[config.mk]
export PLATFORM = sky130hd
export DESIGN_NAME = button_conditioner
export DESIGN_NICKNAME = d
export VERILOG_FILES = /design/src/rtl/button_conditioner.sv
export SDC_FILE = /design/constraint.sdc
export NUM_CORES = 1
export LEC_CHECK = 0
export CORE_MARGIN = 5
export CORE_UTILIZATION = 60
export CTS_CLUSTER_SIZE = 25
export DETAILED_ROUTE_END_ITERATION = 7
export PLACE_DENSITY = 0.77
export SLEW_MARGIN = 15
export SYNTH_ARGS = -nofsm -noshare
export SYNTH_HDL_FRONTEND = slang
export SYNTH_SLANG_ARGS = --single-unit
[constraint.sdc]
create_clock -name clk -period 3.55 [get_ports clk]
set_clock_uncertainty 0.15 [all_clocks]
set_input_delay 0.71 -clock clk [delete_from_list [all_inputs] [get_ports clk]]
set_output_delay 0.71 -clock clk [all_outputs]
set_load 0.01 [all_outputs]
[src/rtl/button_conditioner.sv]
// button_conditioner
// Input conditioner in front of the alarm clock. Four push-buttons and the
// alarm-enable switch are synchronised and debounced. Each button then drives
// a small press/repeat FSM that produces single-cycle pulses. The alarm
// switch is delivered as a debounced level only. All outputs are registered.

module button_conditioner #(
    parameter int       DEBOUNCE_CYCLES   = 50000,
    parameter int       LONG_PRESS_CYCLES = 25000000,
    parameter int       REPEAT_CYCLES     = 5000000,
    parameter bit [3:0] REPEAT_MASK       = 4'b0011,
    parameter bit       ACTIVE_LOW        = 1'b1
) (
    input  logic       clk,
    input  logic       reset,
    input  logic [3:0] raw_btn,
    input  logic       raw_alarm,
    output logic [3:0] btn_pulse,
    output logic [3:0] btn_level,
    output logic [3:0] long_press,
    output logic       alarm_level
);

    // ------------------------------------------------------------------
    // Widths and terminal counts
    // ------------------------------------------------------------------
    localparam int NUM_CH   = 5;   // channels 0..3 = buttons, 4 = alarm
    localparam int ALARM_CH = 4;

    // Debounce counter only has to reach DEBOUNCE_CYCLES-1.
    localparam int DB_W = (DEBOUNCE_CYCLES > 1) ? $clog2(DEBOUNCE_CYCLES) : 1;

    // One hold counter serves both the long-press and the repeat interval,
    // so it is sized for the larger of the two.
    localparam int HOLD_MAX = (LONG_PRESS_CYCLES > REPEAT_CYCLES) ?
                              LONG_PRESS_CYCLES : REPEAT_CYCLES;
    localparam int HOLD_W   = (HOLD_MAX > 1) ? $clog2(HOLD_MAX) : 1;

    localparam logic [DB_W-1:0]   DB_LAST   = DB_W'(DEBOUNCE_CYCLES - 1);
    localparam logic [HOLD_W-1:0] LONG_LAST = HOLD_W'(LONG_PRESS_CYCLES - 1);
    localparam logic [HOLD_W-1:0] REP_LAST  = HOLD_W'(REPEAT_CYCLES - 1);

    // Value the synchronisers hold for "released / off".
    localparam logic [NUM_CH-1:0] IDLE_RAW = {NUM_CH{ACTIVE_LOW}};

    typedef enum logic [1:0] {
        RELEASED = 2'd0,
        PRESSED  = 2'd1,
        REPEAT   = 2'd2
    } btn_state_t;

    // ------------------------------------------------------------------
    // Synchronisers
    // ------------------------------------------------------------------
    logic [NUM_CH-1:0] sync1;
    logic [NUM_CH-1:0] sync2;
    logic [NUM_CH-1:0] samp;   // normalised: 1 = pressed / on

    // Two-flop synchroniser for all five asynchronous inputs.
    always_ff @(posedge clk) begin
        if (reset) begin
            sync1 <= IDLE_RAW;
            sync2 <= IDLE_RAW;
        end else begin
            // NOTE: sequential state uses <= so every flop samples the
            // pre-edge value of its neighbours; with = the second stage
            // would collapse into the first.
            sync1 <= {raw_alarm, raw_btn};
            sync2 <= sync1;
        end
    end

    assign samp = sync2 ^ IDLE_RAW;

    // ------------------------------------------------------------------
    // Debounce: one stable level and one run-length counter per channel
    // ------------------------------------------------------------------
    logic [NUM_CH-1:0] lvl;
    logic [DB_W-1:0]   db_cnt [NUM_CH];

    // Accept a new level only after DEBOUNCE_CYCLES consecutive disagreeing samples.
    always_ff @(posedge clk) begin
        if (reset) begin
            lvl <= '0;
            for (int ch = 0; ch < NUM_CH; ch++) begin
                db_cnt[ch] <= '0;
            end
        end else begin
            for (int ch = 0; ch < NUM_CH; ch++) begin
                if (samp[ch] == lvl[ch]) begin
                    db_cnt[ch] <= '0;
                end else if (db_cnt[ch] == DB_LAST) begin
                    lvl[ch]    <= samp[ch];
                    db_cnt[ch] <= '0;
                end else begin
                    db_cnt[ch] <= db_cnt[ch] + 1'b1;
                end
            end
        end
    end

    // ------------------------------------------------------------------
    // Per-button press / repeat FSM
    // ------------------------------------------------------------------
    logic [3:0] pulse_nxt;
    logic [3:0] long_nxt;

    for (genvar i = 0; i < 4; i++) begin : g_btn
        btn_state_t        state_q, state_d;
        logic [HOLD_W-1:0] hold_q,  hold_d;
        logic              pulse_d;

        // State and hold counter registers.
        always_ff @(posedge clk) begin
            if (reset) begin
                state_q <= RELEASED;
                hold_q  <= '0;
            end else begin
                state_q <= state_d;
                hold_q  <= hold_d;
            end
        end

        // Next state, hold counter and pulse request.
        always_comb begin
            // NOTE: every variable driven here gets a default first, so no
            // path through the case can leave it unassigned and infer a latch.
            state_d = state_q;
            hold_d  = hold_q;
            pulse_d = 1'b0;

            unique case (state_q)
                RELEASED: begin
                    if (lvl[i]) begin
                        state_d = PRESSED;
                        hold_d  = '0;
                        pulse_d = 1'b1;
                    end
                end

                PRESSED: begin
                    if (!lvl[i]) begin
                        state_d = RELEASED;
                        hold_d  = '0;
                    end else if (REPEAT_MASK[i]) begin
                        if (hold_q == LONG_LAST) begin
                            state_d = REPEAT;
                            hold_d  = '0;
                            pulse_d = 1'b1;
                        end else begin
                            hold_d = hold_q + 1'b1;
                        end
                    end else if (hold_q != LONG_LAST) begin
                        // Non-repeating button: count up and then sit still.
                        hold_d = hold_q + 1'b1;
                    end
                end

                REPEAT: begin
                    if (!lvl[i]) begin
                        state_d = RELEASED;
                        hold_d  = '0;
                    end else if (hold_q == REP_LAST) begin
                        hold_d  = '0;
                        pulse_d = 1'b1;
                    end else begin
                        hold_d = hold_q + 1'b1;
                    end
                end

                default: begin
                    state_d = RELEASED;
                    hold_d  = '0;
                end
            endcase
        end

        assign pulse_nxt[i] = pulse_d;
        assign long_nxt[i]  = (state_d == REPEAT);
    end

    // ------------------------------------------------------------------
    // Output registers
    // ------------------------------------------------------------------

    // Register every output so downstream logic sees glitch-free signals.
    always_ff @(posedge clk) begin
        if (reset) begin
            btn_pulse   <= '0;
            btn_level   <= '0;
            long_press  <= '0;
            alarm_level <= 1'b0;
        end else begin
            btn_pulse   <= pulse_nxt;
            btn_level   <= lvl[3:0];
            long_press  <= long_nxt;
            alarm_level <= lvl[ALARM_CH];
        end
    end

endmodule
Word level (Yosys, flattened, before mapping)
Memory sizes are Yosys's and may differ from the RTL's.
Cells that the tools add are included.
Word-level totals
  RAM bits: 80
  bits of input ports: 7
  memories: 1
  register bits: 136
Cells by class
  reductions and logical operators: 13
  multiplexer cells: 132
  eq/ne operators: 36
  bitwise operators: 21
  add/sub/neg operators: 9
Memories
  db_cnt: depth 5, width 16, rd ports 5, clocked after Yosys merged registers in 0, wr ports 5, RTL line 79  | logic [DB_W-1:0] db_cnt [NUM_CH];
Operators with widths (count)
  $mux 25: 20
  $pmux 25 s3: 4
  $mux 16: 15
  $add 25x1->25 const B: 4
  $eq 25x23->1 const B: 4
  $add 16x1->16 const B: 5
  $eq 16x16->1 const B: 5
  $mux 1: 73
  $eq 25x25->1 const B: 2
  $ne 25x25->1 const B: 2
  $mux 2: 12
  $eq 2x2->1 const B: 8
  $or 1x1->1: 15
  $reduce_and 2->1: 7
  $pmux 2 s3: 2
  $eq 2x1->1 const B: 4
  $logic_not 2->1: 4
  $ne 2x2->1 const B: 4
  $pmux 2 s2: 2
  $ne 3x3->1 const B: 2
  $pmux 1 s3: 2
  $eq 1x1->1: 5
  $not 1->1: 5
  $not 5->5: 1
  2 further kinds: 4

Logic depth before layout (Yosys ltp)
  word-level depth: 8
  mapped depth: 10
  gate-level depth less buffers: 8

Least setup slack after synthesis
No wires, ideal clock.
  path kind: register -> register
  from: register g_btn[2].state_q[0]
  to: register g_btn[2].hold_q[3]
  path buffers: 1
  period minus slack after synthesis: 2.447 ns
  arrival time: 2.182 ns
  cell stages (with the launch flop): 9
  slack: 1.103 ns
  cells stage by stage: dfxtp_1 -> ha_1 -> or4bb_1 -> or4_4 -> o21ai_4 -> or2_4 -> buf_6 -> nor4b_1 -> a31o_1
On the way
  longest elaborated chain between the ends: 3
  elaborated cells on any way between the ends: 7
  classes of those cells: eq/ne (4); mux (1); reduce/logical (2)
RTL lines
  from (decl): RTL line 109  | btn_state_t state_q, state_d;
  from (signal assigned): RTL line 119  | state_q <= state_d;
  $eq 2x1->1 / $logic_not 2->1 (equally long branches): RTL line 132  | unique case (state_q)
  $ne 3x3->1 (no source line) / $ne 2x2->1 (equally long branches)
  $reduce_and 2->1 (no source line)
  to (signal assigned): RTL line 120  | hold_q <= hold_d;
  to (decl): RTL line 110  | logic [HOLD_W-1:0] hold_q, hold_d;
Several ways; a longest one is shown, not always the timed one.
A chain may end at the register's enable or synchronous reset.

Final worst setup path
  from: register g_btn[3].hold_q[7]
  to: register g_btn[3].hold_q[5]
On the way
  longest elaborated chain between the ends: 4
  elaborated cells on any way between the ends: 7
  classes of those cells: eq/ne (3); mux (3); reduce/logical (1)
RTL lines
  from (decl): RTL line 110
  from (signal assigned): RTL line 120
  $eq 25x23->1: RTL line 163  | end else if (hold_q == REP_LAST) begin
  $mux 25: RTL line 163
  $mux 25: RTL line 160  | if (!lvl[i]) begin
  $pmux 25 s3: RTL line 132
Several ways; a longest one is shown, not always the timed one.

==> flow_summary.yaml <==
critical_path:
  critPathCapture: "g_btn[3].hold_q[5]"
  crit_required_ns: 3.76
  ff2ff_setup_slack_ns: 0.72
  cp-end-kind: "flop"
  crit_start: "g_btn[3].hold_q[7]"
  cp.arrival_ns: 3.04
  rr_startpoint: "g_btn[3].hold_q[7]"
  worst_r2r_endpoint: "g_btn[3].hold_q[5]"
  reg2regPathDepth: 6
  crit_fanout: 20
  path_class: "reg2reg"
  start_kind: "flop"
timing:
  drv_slew: 0
  worstMarginPinSlew_ns: 0.9002
  fin_crit_sh: 0.7968
  max_freq_mhz: 353.5
  final-setup-viol-count: 0
  hold_violations: 0
  setup_tns_ns: 0
  relSlewSlack: 0.3999
  rsz0062_at_grt: "no"
  period_minus_slack_ns: 2.829
clock_tree:
  cts.path.max_buffers: 3
  cts_sinks: 216
  clk_pin_slew_ns: 0.06
  cts_tree: "done"
  root_buffer: "clkbuf_16"
  hold_buffers: 0
  clkLatencyLatePin_ns: 0.51
  cts_buffers: 23
  cts_resized: 0
  post_cts_buffers: 0
  htree_levels: 1
place:
  io_buffers: 19
  place_inst: 1504
  gp_congestion: 0.8847
  dpl_cell_area_um2: 11660
  place_hpwl_um: 14980
logic_synthesis:
  netlist_area_um2: 11040
  ys_warn_count: 0
  yosys.area.top_type_share: 0.2467
  synth_edf_count: 80
  ys_seq_area_frac: 0.4643
  synth.area.top_cells: "dfxtp_1, edfxtp_1, nor2_1, xor2_1, nand2_1"
  ys_seq_elements: 216
  yosysTopAreaCell: "dfxtp_1"
  ys_async_sr_fraction: 0
  yosysMostFrequentCell: "nor2_1"
  post_synth_num_cell_types: 77
  syn_area_per_cell_um2: 9.084
  syn_inst: 1215
  synthTopCellsByCount: "nor2_1, dfxtp_1, nand2_1"
  synth_top_flop_cell: "dfxtp_1"
pwr:
  netSwitchingPower_mw: 1.078
  p_leak_nw: 4.327
  seqPwrFrac: 0.531
  p_per_area_nw_per_um2: 405.1
  swShare: 0.2153
  power_frac_comb: 0.024
  total_power_mw: 5.004
  clkPwrFrac: 0.445
  peakVddDrop_mv: 0.4492
  power.internal_mw: 3.926
layout:
  multi_input_area_um2: 5869
  fin_nets: 1332
  finalInstanceArea_um2: 12350
  n_antenna_cell: 0
  final_layout_size_suffix_gt1_frac: 0.06910
  fill_cells: 1483
  area.sequential_um2: 5125
  final_cells: 1546
  syn_to_final_growth_pct: 11.91
die:
  core_area_um2: 18020
  die_y_um: 145.6
  start_util: 0.6123
  rows: 49
  ios: 20
  die-area_um2: 21210
  die_x_um: 145.6
grt:
  first_global_vias: 8387
  grt_max_degree: 47
  grt_pass1_wl_um: 37740
  antenna_found_initial: 0
  grt.overflow.total: 0
  grt_usage: 0.2003
drt:
  wl_um: 21930
  dr.pass1.iters: 5
  wl_per_cell_um: 14.18
  vias_per_cell: 5.798
  ant_nets: 0
  num_vias: 8964
  first_iter_violations: 559
  drc: 0
worst_hold_path:
  hold_start: "reset"
  min_path_type: "in2reg"
flow_run:
  drv_cap: 0
outcome:
  outcome: "completed"
[logic make-up after synthesis]
family | share of synthesized area
XOR/XNOR | 0.06428
multiplexers | 0.002947
other | 0.0003398
AO/OA/AOI/OAI | 0.1324
flip-flops | 0.4643
AND/OR/NAND/NOR | 0.2754
buffers and inverters | 0.03197
adder cells (fa/ha/maj) | 0.02834
[cell usage in the layout, fill, tap and decap left out, types with 18 or more instances in the layout]
master,Yosys,routed
nand2_1,110,110
nand3_1,71,71
xor2_1,55,55
nor2_1,139,139
dfxtp_1,136,136
xnor2_1,26,26
nand4_1,36,36
a21oi_1,67,65
edfxtp_1,80,80
ha_1,25,25
and3_1,35,35
nand2b_1,18,18
clkbuf_16,0,24
or3_1,19,19
clkdlybuf4s50_1,0,18
nor3_1,29,29
a31oi_1,52,52
conb_1,1,80
inv_1,31,31
o21ai_0,51,51
[state kept, by name (all words and copies together), names as in the netlist, 4 cells and up]
| name | cells |
|---|---|
| lvl | 5 |
| db_cnt | 80 |
| sync1 | 5 |
| g_btn.hold_q | 100 |
| btn_level | 4 |
| sync2 | 5 |
| g_btn.state_q | 8 |
| btn_pulse | 4 |
| long_press | 4 |
[critical path, stage by stage, from the launching register on]
cell      delay [ns]
dfxtp_1         0.38
or4_1           0.53
nor4b_1         0.45
a311oi_2        0.30
and2_1          0.50
a41oi_1         0.32
a31oi_1         0.05
[metrics by stage]
| step | hold slack (ns) | setup WS, ns | utilization |
|---|---|---|---|
| final | 0.2527 | 0.7213 | 0.6853 |
| after global routing | 0.2542 | 0.3604 | 0.6853 |
| after CTS | 0.2289 | 0.7434 | 0.6853 |
| after detailed placement | 0.2423 | 0.6781 | 0.6467 |
| after global placement | 0.2432 | 0.7458 | 0.6467 |
| after floorplan | 0.2395 | 1.103 | - |
[worst min path at each step]
stage / end / cells past startpoint
floorplan: sync2[0] / 1
global route: btn_level[3] / 2
global placement: sync2[4] / 1
CTS: btn_level[3] / 2
finish: btn_level[3] / 2
detailed placement: sync2[3] / 1
[final cells by class]
type	instances	share of cell area
inverters	31	0.009421
flip-flops and latches	216	0.4149
well taps	229	0.02320
repair buffers	29	0.02107
clock buffers	33	0.05227
clock inverters	9	0.003951
multi-input cells	999	0.4752
[layer usage]
layer / vias to the layer above / global-route usage / wire length, µm
met4: 0 / 0.05271 / 558
met3: 43 / 0.02709 / 780
met1: 4228 / 0.2715 / 10200
li1: 4533 / - / -
met5: - / 0 / 0
met2: 160 / 0.3399 / 10390
[power by group through the flow]
stage / Sequential [mW] / Clock (mW) / Combinational (mW)
after CTS: 2.66 / 2.28 / 0.120
after floorplan: 2.70 / 0 / 0.0966
after detailed placement: 2.71 / 0 / 0.119
final: 2.66 / 2.23 / 0.122
after global placement: 2.71 / 0 / 0.117
after global routing: 2.66 / 2.38 / 0.140
Power figures use the tool's default switching activity.
